### src/rtl/nn_frame_sequencer_if.sv
// Stream bundle for nn_frame_sequencer.
// Operand stream: s_valid/s_data/s_last (host -> sequencer) and s_ready (sequencer -> host).
// Result stream:  m_valid/m_data/m_last (sequencer -> host) and m_ready (host -> sequencer).
// master = host/DMA side, slave = sequencer side.
interface nn_frame_sequencer_if #(
    parameter int unsigned IN_W  = 16,
    parameter int unsigned OUT_W = 32
);
    logic             s_valid;
    logic [IN_W-1:0]  s_data;
    logic             s_last;
    logic             s_ready;
    logic             m_valid;
    logic [OUT_W-1:0] m_data;
    logic             m_last;
    logic             m_ready;

    modport master (
        output s_valid, s_data, s_last, m_ready,
        input  s_ready, m_valid, m_data, m_last
    );

    modport slave (
        input  s_valid, s_data, s_last, m_ready,
        output s_ready, m_valid, m_data, m_last
    );
endinterface

### src/rtl/nn_frame_sequencer.sv
// Serial front end for the alu + sigmoid layer datapath.
// Collects N_IN operand words into op_bus, waits SETTLE cycles for the
// combinational layer to resolve, captures res_bus, then streams the N_OUT
// results out one per handshake.
// Ports:
//   clk, rst_n : clock, asynchronous active-low reset
//   bus        : operand/result streams (slave side of nn_frame_sequencer_if)
//   op_bus     : registered operands to alu, slot k at [k*IN_W +: IN_W]
//   res_bus    : sigmoid outputs, result j at [j*OUT_W +: OUT_W]
//   err_len    : one-cycle pulse on a frame-length error
//   busy       : high whenever the sequencer is not idle in LOAD with idx==0
module nn_frame_sequencer #(
    parameter int unsigned N_IN   = 22,
    parameter int unsigned IN_W   = 16,
    parameter int unsigned N_OUT  = 4,
    parameter int unsigned OUT_W  = 32,
    parameter int unsigned SETTLE = 2
) (
    input  logic                   clk,
    input  logic                   rst_n,
    nn_frame_sequencer_if.slave    bus,
    output logic [N_IN*IN_W-1:0]   op_bus,
    input  logic [N_OUT*OUT_W-1:0] res_bus,
    output logic                   err_len,
    output logic                   busy
);
    localparam int unsigned IDX_W = (N_IN  > 1) ? $clog2(N_IN)  : 1;
    localparam int unsigned K_W   = (N_OUT > 1) ? $clog2(N_OUT) : 1;
    localparam int unsigned CNT_W = 4;

    localparam logic [IDX_W-1:0] LAST_IDX = IDX_W'(N_IN - 1);
    localparam logic [K_W-1:0]   LAST_K   = K_W'(N_OUT - 1);
    localparam logic [CNT_W-1:0] CNT_INIT = CNT_W'(SETTLE - 1);

    typedef enum logic [1:0] {
        ST_LOAD    = 2'd0,
        ST_SETTLE  = 2'd1,
        ST_CAPTURE = 2'd2,
        ST_DRAIN   = 2'd3
    } state_t;

    state_t           state;
    logic [IDX_W-1:0] idx;
    logic [K_W-1:0]   k;
    logic [K_W-1:0]   k_nxt;
    logic [CNT_W-1:0] cnt;
    logic [OUT_W-1:0] result [N_OUT];

    assign k_nxt = k + K_W'(1);

    // Frame sequencer: all outputs are registered and updated with the state.
    always_ff @(posedge clk or negedge rst_n) begin
        if (!rst_n) begin
            state       <= ST_LOAD;
            idx         <= '0;
            k           <= '0;
            cnt         <= '0;
            op_bus      <= '0;
            for (int unsigned j = 0; j < N_OUT; j++) begin
                result[j] <= '0;
            end
            bus.s_ready <= 1'b0;
            bus.m_valid <= 1'b0;
            bus.m_data  <= '0;
            bus.m_last  <= 1'b0;
            err_len     <= 1'b0;
            busy        <= 1'b0;
        end else begin
            err_len <= 1'b0;
            case (state)
                ST_LOAD: begin
                    // Also raises s_ready on the first cycle out of reset.
                    bus.s_ready <= 1'b1;
                    if (bus.s_valid && bus.s_ready) begin
                        if (idx == LAST_IDX) begin
                            // Final slot: a missing s_last is flagged but the frame still runs.
                            op_bus[idx*IN_W +: IN_W] <= bus.s_data;
                            idx         <= '0;
                            cnt         <= CNT_INIT;
                            state       <= ST_SETTLE;
                            bus.s_ready <= 1'b0;
                            busy        <= 1'b1;
                            err_len     <= ~bus.s_last;
                        end else if (bus.s_last) begin
                            // Short frame: drop the word and restart at slot 0.
                            idx     <= '0;
                            err_len <= 1'b1;
                            busy    <= 1'b0;
                        end else begin
                            op_bus[idx*IN_W +: IN_W] <= bus.s_data;
                            idx  <= idx + IDX_W'(1);
                            busy <= 1'b1;
                        end
                    end
                end

                ST_SETTLE: begin
                    if (cnt == '0) begin
                        state <= ST_CAPTURE;
                    end else begin
                        cnt <= cnt - CNT_W'(1);
                    end
                end

                ST_CAPTURE: begin
                    for (int unsigned j = 0; j < N_OUT; j++) begin
                        result[j] <= res_bus[j*OUT_W +: OUT_W];
                    end
                    bus.m_data  <= res_bus[OUT_W-1:0];
                    bus.m_valid <= 1'b1;
                    bus.m_last  <= (N_OUT == 1);
                    k           <= '0;
                    state       <= ST_DRAIN;
                end

                ST_DRAIN: begin
                    if (bus.m_ready) begin
                        if (k == LAST_K) begin
                            bus.m_valid <= 1'b0;
                            bus.m_last  <= 1'b0;
                            bus.m_data  <= '0;
                            bus.s_ready <= 1'b1;
                            idx         <= '0;
                            busy        <= 1'b0;
                            state       <= ST_LOAD;
                        end else begin
                            k          <= k_nxt;
                            bus.m_data <= result[k_nxt];
                            bus.m_last <= (k_nxt == LAST_K);
                        end
                    end
                end

                default: begin
                    state <= ST_LOAD;
                end
            endcase
        end
    end
endmodule

### src/flat_wrapper.sv
// flat-port wrapper written by rule: the top's interface ports become plain ports
module nn_frame_sequencer_flat 
#(
    parameter int unsigned N_IN   = 22,
    parameter int unsigned IN_W   = 16,
    parameter int unsigned N_OUT  = 4,
    parameter int unsigned OUT_W  = 32,
    parameter int unsigned SETTLE = 2
)
  (clk, rst_n, op_bus, res_bus, err_len, busy, bus_s_valid, bus_s_data, bus_s_last, bus_m_ready, bus_s_ready, bus_m_valid, bus_m_data, bus_m_last);
  nn_frame_sequencer_if #(.IN_W(IN_W), .OUT_W(OUT_W)) bus_i ();
  input  logic clk;
  input  logic rst_n;
  output logic [N_IN*IN_W-1:0] op_bus;
  input  logic [N_OUT*OUT_W-1:0] res_bus;
  output logic err_len;
  output logic busy;
  input wire logic [$bits(bus_i.s_valid)-1:0] bus_s_valid;
  input wire logic [$bits(bus_i.s_data)-1:0] bus_s_data;
  input wire logic [$bits(bus_i.s_last)-1:0] bus_s_last;
  input wire logic [$bits(bus_i.m_ready)-1:0] bus_m_ready;
  output wire logic [$bits(bus_i.s_ready)-1:0] bus_s_ready;
  output wire logic [$bits(bus_i.m_valid)-1:0] bus_m_valid;
  output wire logic [$bits(bus_i.m_data)-1:0] bus_m_data;
  output wire logic [$bits(bus_i.m_last)-1:0] bus_m_last;
  assign bus_i.s_valid = bus_s_valid;
  assign bus_i.s_data = bus_s_data;
  assign bus_i.s_last = bus_s_last;
  assign bus_i.m_ready = bus_m_ready;
  assign bus_s_ready = bus_i.s_ready;
  assign bus_m_valid = bus_i.m_valid;
  assign bus_m_data = bus_i.m_data;
  assign bus_m_last = bus_i.m_last;
  nn_frame_sequencer #(.N_IN(N_IN), .IN_W(IN_W), .N_OUT(N_OUT), .OUT_W(OUT_W), .SETTLE(SETTLE)) u_core (.clk(clk), .rst_n(rst_n), .bus(bus_i), .op_bus(op_bus), .res_bus(res_bus), .err_len(err_len), .busy(busy));
endmodule
### config.mk
export PLATFORM = sky130hd
export DESIGN_NAME = nn_frame_sequencer_flat
export DESIGN_NICKNAME = d
export VERILOG_FILES = /design/src/rtl/nn_frame_sequencer_if.sv /design/src/rtl/nn_frame_sequencer.sv /design/src/flat_wrapper.sv
export SDC_FILE = /design/constraint.sdc
export NUM_CORES = 1
export LEC_CHECK = 0
export BUFFER_PORTS_ARGS = -buffer_cell sky130_fd_sc_hd__buf_4
export CAP_MARGIN = 10
export CORE_MARGIN = 8
export CORE_UTILIZATION = 58
export DETAILED_ROUTE_END_ITERATION = 8
export PLACE_DENSITY = 0.92
export SLEW_MARGIN = 40
export SYNTH_ARGS = -nofsm -noshare
export SYNTH_HDL_FRONTEND = slang
export SYNTH_SLANG_ARGS = --single-unit
### constraint.sdc
create_clock -name clk -period 8.21 [get_ports clk]
set_input_delay 0.821 -clock clk [delete_from_list [all_inputs] [get_ports clk]]
set_output_delay 0.821 -clock clk [all_outputs]
set_load 0.02 [all_outputs]
Word level (Yosys, flattened, before mapping)
Cells that the tools add are included.
{"block": "totals", "register_bits": 530, "out_inout_bits": 389, "wordCells": 99}
{"block": "classes", "n_addsub": 4, "n_lt_le_gt_ge": 1, "eq_ne": 14, "shifts": 2, "mux": 47, "bitwise": 2, "reduce_logical": 14}
{"op": "2-to-1 mux 352 bit", "count": 2}
{"op": "bitwise mux 352 bit", "count": 1}
{"op": "variable shift 16 x 34 -> 352 bit, first input constant", "count": 1}
{"op": "indexed part select 16 x 34 -> 352 bit", "count": 1}
{"op": "2-to-1 mux 32 bit", "count": 4}
{"op": "binary-select mux 32 bit (select 2 bit)", "count": 1}
{"op": "case mux 32 bit (2 select lines)", "count": 1}
{"op": "negator 9 -> 34 bit", "count": 1}
{"op": "2-to-1 mux 5 bit", "count": 5}
{"op": "2-to-1 mux 1 bit", "count": 15}
{"op": "2-to-1 mux 2 bit", "count": 7}
{"op": "2-to-1 mux 4 bit", "count": 3}
{"op": "AND reduction 3 bit", "count": 4}
{"op": "!= test 2 x 1 -> 1 bit, second input constant", "count": 5}
{"op": "case mux 5 bit (2 select lines)", "count": 1}
{"op": "equality test 2 bit, second input constant", "count": 4}
{"op": "case mux 1 bit (2 select lines)", "count": 4}
{"op": "case mux 2 bit (4 select lines)", "count": 1}
{"op": "case mux 4 bit (2 select lines)", "count": 1}
{"op": "AND reduction 4 bit", "count": 2}
{"op": "!= test 2 bit, second input constant", "count": 3}
{"op": "nonzero test 2 bit", "count": 3}
{"op": "adder 5 x 1 -> 5 bit, second input constant", "count": 1}
{"op": "equality test 5 bit, second input constant", "count": 1}
{"op": "other kinds (12)", "count": 12}

Logic depth before layout (Yosys ltp)
{"block": "depth", "word_depth": 8, "depth_mapped": 15}

Least setup slack after synthesis
Ideal clock, no wire load.
{"block": "synth_timing", "path_type": "reg-to-reg", "start": "register u_core.idx[0]", "end": "register u_core.op_bus[198]", "arrival_ns": 3.315, "required_time_ns": 8.085, "setup_slack_ns": 4.771, "stages_incl_launch_ff": 15, "path_buffers": 5, "cell_sequence": "dfrtp_1 -> buf_6 -> clkbuf_1 -> inv_1 -> ha_1 -> buf_4 -> inv_1 -> nor3_1 -> ha_1 -> nor2b_1 -> clkbuf_1 -> nand3_2 -> a2111oi_4 -> buf_6 -> mux2_2"}
{"block": "synth_via", "elab_chain_cells": 5, "word_cells_on_any_way": 9, "classes_between": "add/sub: 1; eq/ne: 2; shift: 2; mux: 3; reduce/logical: 1"}
{"element": "start, declared", "line_no": "nn_frame_sequencer.sv:43", "rtl": "logic [IDX_W-1:0] idx;"}
{"element": "start signal, assigned", "line_no": "nn_frame_sequencer.sv:91", "rtl": "idx <= idx + IDX_W'(1);"}
{"element": "negator 9 -> 34 bit", "line_no": "nn_frame_sequencer.sv:77, nn_frame_sequencer.sv:90"}
{"element": "indexed part select 16 x 34 -> 352 bit / variable shift 16 x 34 -> 352 bit (equally long branches)", "line_no": "nn_frame_sequencer.sv:77, nn_frame_sequencer.sv:90"}
{"element": "bitwise mux 352 bit", "line_no": "nn_frame_sequencer.sv:77, nn_frame_sequencer.sv:90"}
{"element": "2-to-1 mux 352 bit", "line_no": "nn_frame_sequencer.sv:84", "rtl": "end else if (bus.s_last) begin"}
{"element": "2-to-1 mux 352 bit", "line_no": "nn_frame_sequencer.sv:75", "rtl": "if (idx == LAST_IDX) begin"}
{"element": "end signal, assigned by index", "line_no": "nn_frame_sequencer.sv:77", "rtl": "op_bus[idx*IN_W +: IN_W] <= bus.s_data;"}
{"element": "end signal, assigned by index", "line_no": "nn_frame_sequencer.sv:90", "rtl": "op_bus[idx*IN_W +: IN_W] <= bus.s_data;"}
{"element": "end, declared", "line_no": "nn_frame_sequencer.sv:22", "rtl": "output logic [N_IN*IN_W-1:0] op_bus,"}
Parallel ways exist; a longest one is shown, timed or not. The select of a mux whose other input is x is not followed.
A chain may end at the register's enable or synchronous reset.

Worst setup path in the final report
{"block": "layout_timing", "start": "register u_core.idx[0]", "end": "register u_core.op_bus[138]"}
The elaborated chain is that of the path after synthesis.

==> parameters.txt <==
Parameter                              Value

Power
  Power, Total ... roughly 9.5 mW
  Sequential share of power ... 0.378
  Peak VDD IR ... 286 uV
  Clock power share ... 0.248
  Part of the power in combinational logic ... 0.374
  P per Cell Area ... 330 mW/mm^2
  Internal power ... 5.91 mW
  Total leakage power ... 13.9 nW
  Total net switching power ... 3.59 mW
  Sw frac ... 0.378

Place
  Global placement routability congestion ... 0.898
  DP Wirelength ... 53800 um
  PortBufs ... 537
  Dpl cell area ... about 0.027 mm^2

Global route
  Wire length of the first global-routing pass ... 116000 um
  Number of global-route vias before repair ... between 15000 and 20000
  Largest net degree at the start of global routing ... 130
  Number of antenna violations at the first check in global routing ... 4
  GRT Overall Usage ... 0.337
  Congestion Overflow GR ... 0

Logic synthesis
  Total of warnings raised by yosys ... 0
  Post-Syn Area ... 0.0226 mm^2
  Share of synthesized flip-flops with an asynchronous set or reset ... 1.00
  Dominant cell type by area after synthesis ... dfrtp_1
  Synthesized Nets ... 1988
  Synthesized netlist cell count ... 1826
  Largest cells by area after synthesis ... dfrtp_1 59%, mux2_2 15%, o21ai_0 7.6%
  Number of register bits inferred by synthesis ... between 500 and 600
  Dominant register cell in the synthesized netlist ... dfrtp_1
  EDFF count, synth ... 0
  Fraction of synthesized cell area taken by the top area cell type ... 0.586
  Seq/Total Area, Yosys ... 0.586
  Post-synthesis average cell area ... 12.4 um^2
  Count of cell types in the netlist ... 66

Detailed routing
  Wirelength per Cell ... 27.4 um
  Number of optimization iterations in the first detailed-route pass ... 6
  DRT Wirelength ... 78600 um
  Top Layer Used ... met5
  Wire length on met2 ... 37500 um
  Post-detailed-route via-to-cell ratio ... roughly 6.4
  Antenna-violating nets left ... 0
  1st-iter DRT viols ... approximately 2000
  DRC ... 0
  Via count of the routed design ... between 15000 and 20000
  Met1 layer wirelength in the final routing ... 26400 um
  Met3 WL ... 9440 um

Timing
  Total negative slack for setup checks ... 0 ns
  Final setup vio count ... 0
  Number of pins exceeding their max-slew limit in the final report ... 0
  Fmax ... 225 MHz
  Tcrit/Tclk final ... 0.542
  Worst clock skew ... 0.0335 ns
  Setup repair after global routing missed its margin ... false
  Clock period minus worst slack ... around 4.5 ns
  Worst hold slack ... 0.285 ns
  Max-Slew Margin vs Limit ... 0.454
  Transition time at the pin with the least slew margin ... between 0.8 and 0.9 ns
  Final hold violations ... 0

Setup path
  Slowest library cell on the worst path ... dfrtp_2
  Crit-path max cell delay ... 0.73 ns
  Crit path cell chain ... inv_1, ha_1, inv_1, nor3_1, ha_1, nor2b_1, nand3_2, nor4_4, buf_4, mux2_2
  Launching instance or port of the critical path ... u_core.idx[0]$_DFFE_PN0P_
  Worst setup path class ... flip-flop to flip-flop
  Crit Path Max Fanout ... 27
  Worst reg2reg setup slack ... 3.76 ns
  Worst reg2reg path startpoint ... u_core.idx[0]$_DFFE_PN0P_
  Data arrival time at the worst-slack endpoint ... 4.92 ns
  Crit. End Element ... flip-flop
  Category of the worst setup path launch point ... flip-flop
  Data required time at the worst endpoint ... 8.68 ns

Floorplanning
  Number of rows in the core area ... 72
  Vertical die dimension ... 214 um
  Die Area ... 0.0456 mm^2
  Die Wd ... 214 um
  I/O pin total ... 538
  Area of the core ... 0.0386 mm^2
  Starting density of the core ... 0.587

Clock network
  Number of buffers added for setup after CTS ... 0
  CTS max path bufs ... 3
  TritonCTS buffer count ... 52
  Hold Buf Count CTS ... 0
  CTS sink cnt ... between 500 and 600
  Clock root cell ... clkbuf_16
  Count of cells resized by post-cts repair ... 0
  Reg clk slew, reported paths ... 0.07 ns
  H-tree depth reported by CTS ... 2
  TritonCTS clock tree ... built
  Clock latency reported for the late side of the worst-skew pair ... 0.60 ns

Final layout
  Net count of the finished layout ... 2473
  Ratio of cells with drive above 1 in the final layout ... 0.427
  Finished Cell Area ... 0.0288 mm^2
  Utilization of the core after routing ... 0.746
  Synthesis-to-layout area growth ... 27.1%

Status
  Outcome ... completed

Job
  Max Cap Violations ... 0

Worst hold path
  Worst hold-check path type ... input pin to async pin
## cells in the mapped netlist, drive strengths merged, types with 2 or more instances
cell and number:
nor2 38, nand3b 2, nand2 111, a22oi 32, o211ai 5, and2 18
a21oi 11, o311ai 2, nor2b 9, dfrtp 530, clkbuf 88, o41a 2
nand4 8, o31ai 17, mux2 296, o41ai 2, o21ai 344, nor3b 2
nor4 5, a22o 3, buf 47, nand2b 16, nand4b 4, mux2i 27
nand3 34, ha 13, o21a 4, a21o 3, nor4b 2, nor3 11
inv 39, mux4 32, and4b 2, and3 50, o31a 2
## critical path, delay by kind of cell (launching register included)
family | cells | cell delay, ns
simple gates | 4 | 1.67
fa+ha+maj | 2 | 0.88
flops | 1 | 0.73
buf+inv | 3 | 0.67
mux | 1 | 0.36
## stage by stage
| step | setup slack, ns | instances |
|---|---|---|
| after detailed placement | 3.24 | 2774 |
| after floorplan | 4.77 | 1826 |
| final | 3.76 | 2867 |
| after CTS | 3.18 | 2865 |
| after global placement | 3.55 | 2769 |
| after global routing | 3.56 | 2866 |
## registers in the layout (all words and copies together), names as in the netlist
register / count
u_core.busy: 1
u_core.err_len: 1
u_core.cnt: 4
u_core.result: 128
u_core.bus.m_last: 1
u_core.state: 2
u_core.bus.m_valid: 1
u_core.bus.m_data: 32
u_core.op_bus: 352
u_core.k: 2
u_core.bus.s_ready: 1
u_core.idx: 5
## power by group through the flow
stage	Sequential [mW]	Combinational (mW)	Clock, mW
3_5_place_dp	3.59	3.45	0
6_report	3.59	3.56	2.35
4_1_cts	3.58	3.51	2.37
2_1_floorplan	3.70	2.13	0
3_3_place_gp	3.54	3.29	0
5_1_grt	3.64	3.77	2.47
## cell type report
type                            count  area, um^2
Clock buffer                       72        1500
Multi-Input combinational cell   1122        8710
Sequential cell                   530       13300
Timing Repair Buffer              566        4340
Tap cell                          518         648
Antenna cell                        1        2.50
Fill cell                        2255        9780
Clock inverter                     19         165
Inverter                           39         146
## path summary, 6_finish.rpt
kind / endpoint / cells after the start
hold / removal: u_core.err_len$_DFF_PN0_ / 1
max in group asynchronous: u_core.op_bus[71]$_DFFE_PN0P_ / 3
hold reg to reg: u_core.bus.m_data[23]$_DFFE_PN0P_ / 2
setup reg to reg: u_core.op_bus[138]$_DFFE_PN0P_ / 10
min in group clk: u_core.result[61]$_DFFE_PN0P_ / 2
setup / recovery: u_core.op_bus[138]$_DFFE_PN0P_ / 10
## cells by family (layout without fill, tap and decap cells)
group	after synthesis	count (layout)	synth area share
AND/OR/NAND/NOR	317	317	0.0740
XOR/XNOR	2	2	0.000774
flip-flops	530	530	0.586
adder cells (fa/ha/maj)	13	13	0.00718
multiplexers	355	355	0.191
other	0	1	0
AO/OA/AOI/OAI	435	435	0.108
buffers and inverters	174	696	0.0336
## cells in the final DEF (no fill, tap or decap), types with 3 or more instances in the layout
cell	instances
buf_4	557
dfrtp_1	528
o21ai_0	343
mux2_2	292
nand2_1	110
clkbuf_16	53
and3_1	50
inv_1	39
nor2_1	37
nand3_1	33
mux4_2	32
a22oi_1	32
mux2i_1	27
and2_1	18
o31ai_1	17
nand2b_1	16
ha_1	12
clkinv_2	11
clkbuf_8	11
nor3_1	9
clkbuf_1	9
a21oi_1	8
nand4_1	7
nor2b_1	6
o211ai_1	5
mux2_1	4
nor4_1	3
a22o_1	3
o21a_1	3
nand4b_1	3
nor2b_2	3
a21oi_4	3
a21o_1	3
inv_6	3
buf_6	3
## routing by layer
metal,vias up,global-route usage
met5,-,0
met4,8,0.198
met3,317,0.106
met2,1296,0.550
met1,9181,0.390
li1,7509,-
Power figures use the tool's default switching activity.
